File: config.mk
export PLATFORM = sky130hd
export DESIGN_NAME = dm_lsu_master
export DESIGN_NICKNAME = d
export VERILOG_FILES = /design/src/rtl/dm_lsu_pkg.sv /design/src/rtl/dm_lsu_lane.sv /design/src/rtl/dm_lsu_master.sv
export SDC_FILE = /design/constraint.sdc
export NUM_CORES = 1
export LEC_CHECK = 0
export ABC_AREA = 1
export CORE_ASPECT_RATIO = 0.9
export CORE_UTILIZATION = 53
export CTS_BUF_LIST = sky130_fd_sc_hd__clkbuf_4 sky130_fd_sc_hd__clkbuf_8
export DETAILED_ROUTE_END_ITERATION = 12
export GPL_TIMING_DRIVEN = 0
export HOLD_SLACK_MARGIN = 0.03
export PLACE_DENSITY = 0.92
export SETUP_SLACK_MARGIN = 0.2
export SLEW_MARGIN = 20
export SYNTH_ARGS = -nofsm -noshare
export SYNTH_HDL_FRONTEND = slang
export SYNTH_SLANG_ARGS = --single-unit
File: constraint.sdc
create_clock -name clk -period 3.55 [get_ports clk]
set_input_delay 0.71 -clock clk [delete_from_list [all_inputs] [get_ports clk]]
set_output_delay 0.71 -clock clk [all_outputs]
set_load 0.01 [all_outputs]
File: src/rtl/dm_lsu_pkg.sv
// Shared definitions for the dm_lsu load/store unit: op codes, FSM state
// encodings, access sizes and small op-decode helpers.
// Optional build macro: DM_LSU_MISALIGN_TRAP_EN (used by dm_lsu_master).
package dm_lsu_pkg;

  // Request op codes as presented on req_op.
  localparam logic [2:0] OP_LW  = 3'd0;
  localparam logic [2:0] OP_LH  = 3'd1;
  localparam logic [2:0] OP_LHU = 3'd2;
  localparam logic [2:0] OP_LB  = 3'd3;
  localparam logic [2:0] OP_LBU = 3'd4;
  localparam logic [2:0] OP_SW  = 3'd5;
  localparam logic [2:0] OP_SH  = 3'd6;
  localparam logic [2:0] OP_SB  = 3'd7;

  // FSM state encodings.
  localparam logic [1:0] IDLE   = 2'd0;
  localparam logic [1:0] RMW_RD = 2'd1;
  localparam logic [1:0] RMW_WR = 2'd2;

  typedef enum logic [1:0] {
    SZ_BYTE = 2'd0,
    SZ_HALF = 2'd1,
    SZ_WORD = 2'd2
  } size_e;

  function automatic logic is_load(input logic [2:0] op);
    return (op <= OP_LBU);
  endfunction

  function automatic logic is_store(input logic [2:0] op);
    return (op >= OP_SW);
  endfunction

  function automatic size_e access_size(input logic [2:0] op);
    size_e sz;
    case (op)
      OP_LW, OP_SW:          sz = SZ_WORD;
      OP_LH, OP_LHU, OP_SH:  sz = SZ_HALF;
      default:               sz = SZ_BYTE;
    endcase
    return sz;
  endfunction

  // True when the byte offset does not match the natural alignment of the op.
  function automatic logic is_misaligned(input logic [2:0] op,
                                         input logic [1:0] byte_off);
    logic mis;
    case (access_size(op))
      SZ_WORD: mis = (byte_off != 2'b00);
      SZ_HALF: mis = byte_off[0];
      default: mis = 1'b0;
    endcase
    return mis;
  endfunction

endpackage

File: src/rtl/dm_lsu_lane.sv
// Combinational lane logic for dm_lsu_master: extracts and sign/zero-extends
// the addressed byte or halfword of a read word for loads, and builds the
// merged word for sub-word stores (target lane replaced, others kept).
// Halfword lanes are chosen by byte_off[1] only, so an unaligned halfword
// offset is implicitly aligned down.
module dm_lsu_lane
  import dm_lsu_pkg::*;
(
  input  logic [2:0]  op,
  input  logic [1:0]  byte_off,
  input  logic [31:0] rdata,
  input  logic [31:0] wdata,
  output logic [31:0] load_data,
  output logic [31:0] merge_data
);

  logic [4:0]  bit_sel;
  logic [7:0]  byte_val;
  logic [15:0] half_val;

  assign bit_sel  = {byte_off, 3'b000};
  assign byte_val = rdata[bit_sel +: 8];
  assign half_val = byte_off[1] ? rdata[31:16] : rdata[15:0];

  // Load extraction with sign or zero extension per op.
  always_comb begin
    // NOTE: every output of a combinational block gets a default first so no path leaves it unassigned and infers a latch.
    load_data = rdata;
    case (access_size(op))
      SZ_HALF: load_data = (op == OP_LH) ? {{16{half_val[15]}}, half_val}
                                         : {16'h0000, half_val};
      SZ_BYTE: load_data = (op == OP_LB) ? {{24{byte_val[7]}}, byte_val}
                                         : {24'h000000, byte_val};
      default: load_data = rdata;
    endcase
  end

  // Store merge: replace only the addressed lane of the read word.
  always_comb begin
    merge_data = rdata;
    case (access_size(op))
      SZ_HALF: begin
        if (byte_off[1]) merge_data[31:16] = wdata[15:0];
        else             merge_data[15:0]  = wdata[15:0];
      end
      SZ_BYTE: merge_data[bit_sel +: 8] = wdata[7:0];
      default: merge_data = wdata;
    endcase
  end

endmodule

File: src/rtl/dm_lsu_master.sv
// Load/store unit (MEM stage) driving a word-wide data memory that has a
// combinational read and a single-enable posedge write, no byte enables.
// Loads and sw complete in one accept cycle; sh/sb run a registered
// read-modify-write sequence IDLE -> RMW_RD -> RMW_WR -> IDLE.
// Optional build macro: DM_LSU_MISALIGN_TRAP_EN -- when defined, misaligned
// word/halfword accesses are rejected with resp_err; otherwise they are
// silently aligned down.
module dm_lsu_master
  import dm_lsu_pkg::*;
#(
  parameter int DEPTH_WORDS = 3072,
  parameter int ADDR_W      = 32
) (
  input  logic              clk,
  input  logic              reset,
  input  logic              req_valid,
  output logic              req_ready,
  input  logic [2:0]        req_op,
  input  logic [ADDR_W-1:0] req_addr,
  input  logic [31:0]       req_wdata,
  input  logic [31:0]       req_pc,
  output logic              resp_valid,
  output logic [31:0]       resp_data,
  output logic              resp_err,
  output logic [ADDR_W-1:0] dm_addr,
  output logic [31:0]       dm_wdata,
  output logic              dm_we,
  output logic [31:0]       dm_pc,
  input  logic [31:0]       dm_rdata
);

  localparam logic [ADDR_W-1:0] ADDR_LIMIT = ADDR_W'(DEPTH_WORDS * 4);

  logic [1:0]        state;
  logic [2:0]        op_q;
  logic [ADDR_W-1:0] addr_q;
  logic [31:0]       wdata_q;
  logic [31:0]       pc_q;
  logic [31:0]       merge_q;

  logic        accept;
  logic        out_of_range;
  logic        misaligned;
  logic        addr_bad;
  logic        is_idle;
  logic [2:0]  lane_op;
  logic [1:0]  lane_off;
  logic [31:0] lane_wdata;
  logic [31:0] load_data;
  logic [31:0] merge_data;

  assign is_idle      = (state == IDLE);
  assign req_ready    = is_idle;
  assign accept       = req_valid && is_idle;
  assign out_of_range = (req_addr >= ADDR_LIMIT);

`ifdef DM_LSU_MISALIGN_TRAP_EN
  assign misaligned = is_misaligned(req_op, req_addr[1:0]);
`else
  assign misaligned = 1'b0;
`endif

  assign addr_bad = out_of_range || misaligned;

  // The lane unit serves the live request in IDLE and the latched store in RMW.
  assign lane_op    = is_idle ? req_op          : op_q;
  assign lane_off   = is_idle ? req_addr[1:0]   : addr_q[1:0];
  assign lane_wdata = is_idle ? req_wdata       : wdata_q;

  dm_lsu_lane u_lane (
    .op         (lane_op),
    .byte_off   (lane_off),
    .rdata      (dm_rdata),
    .wdata      (lane_wdata),
    .load_data  (load_data),
    .merge_data (merge_data)
  );

  // Memory-side outputs: live request in IDLE, latched request during RMW.
  always_comb begin
    dm_addr  = {req_addr[ADDR_W-1:2], 2'b00};
    dm_pc    = req_pc;
    dm_wdata = req_wdata;
    if (!is_idle) begin
      dm_addr = {addr_q[ADDR_W-1:2], 2'b00};
      dm_pc   = pc_q;
    end
    if (state == RMW_WR) dm_wdata = merge_q;
  end

  // Write enable only on a good sw accept or in RMW_WR; reset masks it
  // combinationally so an abandoned RMW never reaches the memory.
  assign dm_we = !reset &&
                 ((accept && (req_op == OP_SW) && !addr_bad) || (state == RMW_WR));

  // FSM, request latches, merge register and registered response.
  always_ff @(posedge clk) begin
    // NOTE: sequential state uses non-blocking assignments so every register samples pre-edge values.
    if (reset) begin
      state      <= IDLE;
      op_q       <= '0;
      addr_q     <= '0;
      wdata_q    <= '0;
      pc_q       <= '0;
      merge_q    <= '0;
      resp_valid <= 1'b0;
      resp_data  <= '0;
      resp_err   <= 1'b0;
    end else begin
      resp_valid <= 1'b0;
      resp_data  <= '0;
      resp_err   <= 1'b0;
      case (state)
        IDLE: begin
          if (accept) begin
            if (addr_bad) begin
              resp_valid <= 1'b1;
              resp_err   <= 1'b1;
            end else if (is_load(req_op)) begin
              resp_valid <= 1'b1;
              resp_data  <= load_data;
            end else if (req_op == OP_SW) begin
              resp_valid <= 1'b1;
            end else begin
              op_q    <= req_op;
              addr_q  <= req_addr;
              wdata_q <= req_wdata;
              pc_q    <= req_pc;
              state   <= RMW_RD;
            end
          end
        end
        RMW_RD: begin
          merge_q <= merge_data;
          state   <= RMW_WR;
        end
        RMW_WR: begin
          resp_valid <= 1'b1;
          state      <= IDLE;
        end
        default: state <= IDLE;
      endcase
    end
  end

endmodule

==> reports/results.ini <==
[detailed_routing]
wl_mm=35.43
drt-initial-drc-count=1282
ant_nets=0
wl_per_cell_um=17.59
drt-vias-per-instance=5.566
vias=11209
dr.pass1.iters=6
drc_errors=0

[power_and_ir_drop]
p_seq_share_pct=44.5
swShare_pct=29.60
switching_power_mw=1.245
internal_power_mw=2.960
ir_drop_mv=0.2223
p_leak_nw=5.824
pwr-share-comb_pct=18.5
finalPower_mw=4.205
p_per_area_nw_per_um2=332.5
pwr-share-clk_pct=37.0

[job]
cap_viol_max_count=0

[timing]
clock.fmax_mhz=310.0
setup_violations=0
slew_viol_final=0
worstMarginPinSlew_ns=0.7834
whs_ns=0.4451
fin_crit_ns=3.225
final.setup.tns_ns=0
hold_violations=0
finClkSkew_ns=0.01001
grt_setup_unrepaired=false
slew_headroom_pct=47.22
finalCritPeriodShare_pct=90.86

[global_route]
grt_pass1_vias=10525
antenna_found_initial=1
gr-total-overflow=0
grt_pass1_wl_mm=54.68
grt_usage_pct=39.57
grt_max_degree=18

[cells_and_area]
antennaDiodeCount=0
final_area_um2=12650
multiInputGateArea_um2=5061
area_growth_pct=37.41
final-seq-area_um2=3346
fin_nets=1906
n_fill_cell=1298
drive_gt1_share_pct=7.813

[logic_synthesis]
ys_seq_area_share_pct=36.32
ys_warn_count=0
synth-simple-area-share_pct=34.77
synthAdderAreaFrac_pct=0.6797
ys_ff_latch=167
avgSynthCellArea_um2=6.202
synth_xor_area_share_pct=0
synth_top_family_by_area=simple AND/OR/NAND/NOR gates
synthesis.area_um2=9204
synthCells=1484
synthMuxAreaShare_pct=2.936
ys_types=31
synth_compound_area_share_pct=16.45

[clock_network]
cts_buffers=17
clk_pin_slew_ns=0.10
clockBufferDepth=2
worstSkewPairLatency_ns=0.48
cts_hold_buf=0
htreeDepth=4
clkSinkCount=167
cts_root_buf=clkbuf_8
cts_tree=yes

[setup_path]
crit_slowest_cell=clkdlybuf4s50_1
cp_num_buf_inv=5
slowest_delay_ns=0.58
start_kind=register
crit_arrival_ns=2.52
critPathCaptureType=output port
crit_type=register to output port
critPathTopFamily=buffers and inverters
cp_max_fo=10
crit_chain=nor2_4 > buf_4 > buf_6 > buf_6 > buf_4 > nand2_1 > o21ai_0 > clkdlybuf4s50_1
cp.required_ns=2.84

[floorplan]
io_pins=266
rows=45
die_w_um=140.9
die-height_um=127.0
initial_core_util_pct=54.31
dieArea_um2=17900
coreArea_um2=16950

[status]
run_status=completed

[placement]
gp_congestion=0.9929
port_buffers=262
hpwlAfterDp_mm=27.09
post_dp_cell_area_um2=12120

[hold_path]
min_path_type=register to register

==> synth_stat cells <==
master / n / area share [%]
nor2_4: 2 / 0.24
conb_1: 1 / 0.041
clkbuf_1: 51 / 2.1
o21ai_1: 4 / 0.22
buf_6: 3 / 0.37
nand2_2: 2 / 0.14
a21boi_0: 2 / 0.16
o21ai_2: 3 / 0.29
nor3_2: 1 / 0.11
dfxtp_1: 167 / 36
o21ai_0: 179 / 9.7
mux2_2: 24 / 2.9
a21oi_1: 75 / 4.1
nor3_1: 21 / 1.1
inv_1: 77 / 3.1
o211ai_2: 1 / 0.14
nand4_1: 10 / 0.68
nand3_2: 1 / 0.11
buf_1: 4 / 0.16
buf_4: 14 / 1.1
nand2_1: 461 / 19
or2_2: 6 / 0.41
o211ai_1: 15 / 1.2
buf_2: 29 / 1.6
nand3_1: 36 / 2.0
inv_2: 6 / 0.24
nor2_2: 2 / 0.14
nor2_1: 271 / 11
a31oi_1: 9 / 0.61
clkinv_1: 2 / 0.082
ha_1: 5 / 0.68
==> layer usage <==
layer / global-route usage [%] / routed length (um) / vias up
li1: - / - / 5301
met1: 52.39 / 14830 / 5159
met2: 62.54 / 15920 / 647
met3: 8.433 / 3452 / 100
met4: 17.01 / 1203 / 2
met5: 0 / 26 / -
==> worst reg2reg max path, delay by kind of cell (launching register included) <==
family,cells,cell delay (ns)
simple gates,5,0.81
fa+ha+maj,1,0.31
buf+inv,4,0.90
compound gates,2,0.49
flops,1,0.36
==> cell type report <==
type	count	area share, %
multi-input cells	1132	40.02
plain buffers	101	4.353
repair buffers	263	20.83
flip-flops and latches	167	26.45
inverters	85	2.523
well taps	235	2.325
clock buffers	17	1.850
clock inverters	14	1.652
==> path summary, 6_finish.rpt <==
check	from	endpoint	slack, ns	depth (start not counted)
hold / removal	addr_q[28]$_SDFFE_PP0P_	addr_q[28]$_SDFFE_PP0P_	0.45	2
setup / recovery	state[1]$_SDFFE_PP0P_	dm_addr[23]	0.32	8
hold reg to reg	addr_q[28]$_SDFFE_PP0P_	addr_q[28]$_SDFFE_PP0P_	0.45	2
setup reg to reg	state[1]$_SDFFE_PP0P_	merge_q[20]$_SDFFE_PP0N_	0.59	12
==> registers in the layout, summed over array words and instances, names as in the netlist <==
name	cells
addr_q	32
merge_q	32
pc_q	32
resp_data	32
wdata_q	32
op_q	3
state	2
resp_err	1
resp_valid	1
==> timing repair <==
| item | in CTS | in global routing |
|---|---|---|
| pin swaps | 0 | 1 |
| setup endpoints to repair | 87 | 63 |
| gates resized for setup | 23 | 16 |
| buffers inserted | 0 | 1 |
==> metrics by stage <==
step	utilization [%]	std cells	setup slack [ns]
2_1_floorplan	-	1485	0.9842
3_3_place_gp	71.54	1982	-0.1157
3_5_place_dp	71.54	1982	-0.1278
4_1_cts	74.42	2013	0.1943
5_1_grt	74.63	2014	0.2019
6_report	74.63	2014	0.3246
==> power by group through the flow <==
| stage | Sequential (mW) | Clock, mW | Combinational (mW) |
|---|---|---|---|
| floorplan | 1.92 | 0 | 0.342 |
| global placement | 1.92 | 0 | 0.748 |
| detailed placement | 1.92 | 0 | 0.754 |
| CTS | 1.87 | 1.55 | 0.759 |
| global route | 1.87 | 1.62 | 0.830 |
| finish | 1.87 | 1.55 | 0.778 |
==> cell families after synthesis <==
kind of cell,after synthesis
AOI/OAI and AO/OA,288
and+or+nand+nor,813
other,1
adders and majority gates,5
muxes,24
buffers and inverters,186
DFF,167
==> cells in the final DEF, fill, tap and decap left out, types with 2 or more instances in the layout <==
| master | synthesis | routed |
|---|---|---|
| buf_2 | 29 | 24 |
| nor2_1 | 271 | 271 |
| or2_2 | 6 | 6 |
| clkbuf_1 | 51 | 43 |
| dlymetal6s2s_1 | 0 | 2 |
| o21ai_1 | 4 | 4 |
| o21ai_2 | 3 | 3 |
| conb_1 | 1 | 2 |
| clkbuf_8 | 0 | 17 |
| clkbuf_4 | 0 | 3 |
| clkinv_8 | 0 | 2 |
| inv_2 | 6 | 7 |
| buf_1 | 4 | 2 |
| mux2_2 | 24 | 24 |
| nor2_2 | 2 | 2 |
| a31oi_1 | 9 | 9 |
| inv_1 | 77 | 77 |
| buf_6 | 3 | 7 |
| nand3_1 | 36 | 36 |
| o211ai_1 | 15 | 15 |
| o21ai_0 | 179 | 179 |
| nor3_1 | 21 | 21 |
| clkdlybuf4s50_1 | 0 | 259 |
| inv_6 | 0 | 6 |
| ha_1 | 5 | 5 |
| inv_8 | 0 | 3 |
| nand2_1 | 461 | 461 |
| nor2_4 | 2 | 2 |
| a21boi_0 | 2 | 2 |
| bufinv_16 | 0 | 3 |
| dfxtp_1 | 167 | 165 |
| dfxtp_2 | 0 | 2 |
| buf_4 | 14 | 21 |
| clkbuf_2 | 0 | 2 |
| nand4_1 | 10 | 10 |
| nand2_2 | 2 | 2 |
| a21oi_1 | 75 | 75 |
Note: power is estimated with default switching activity, not from simulation.
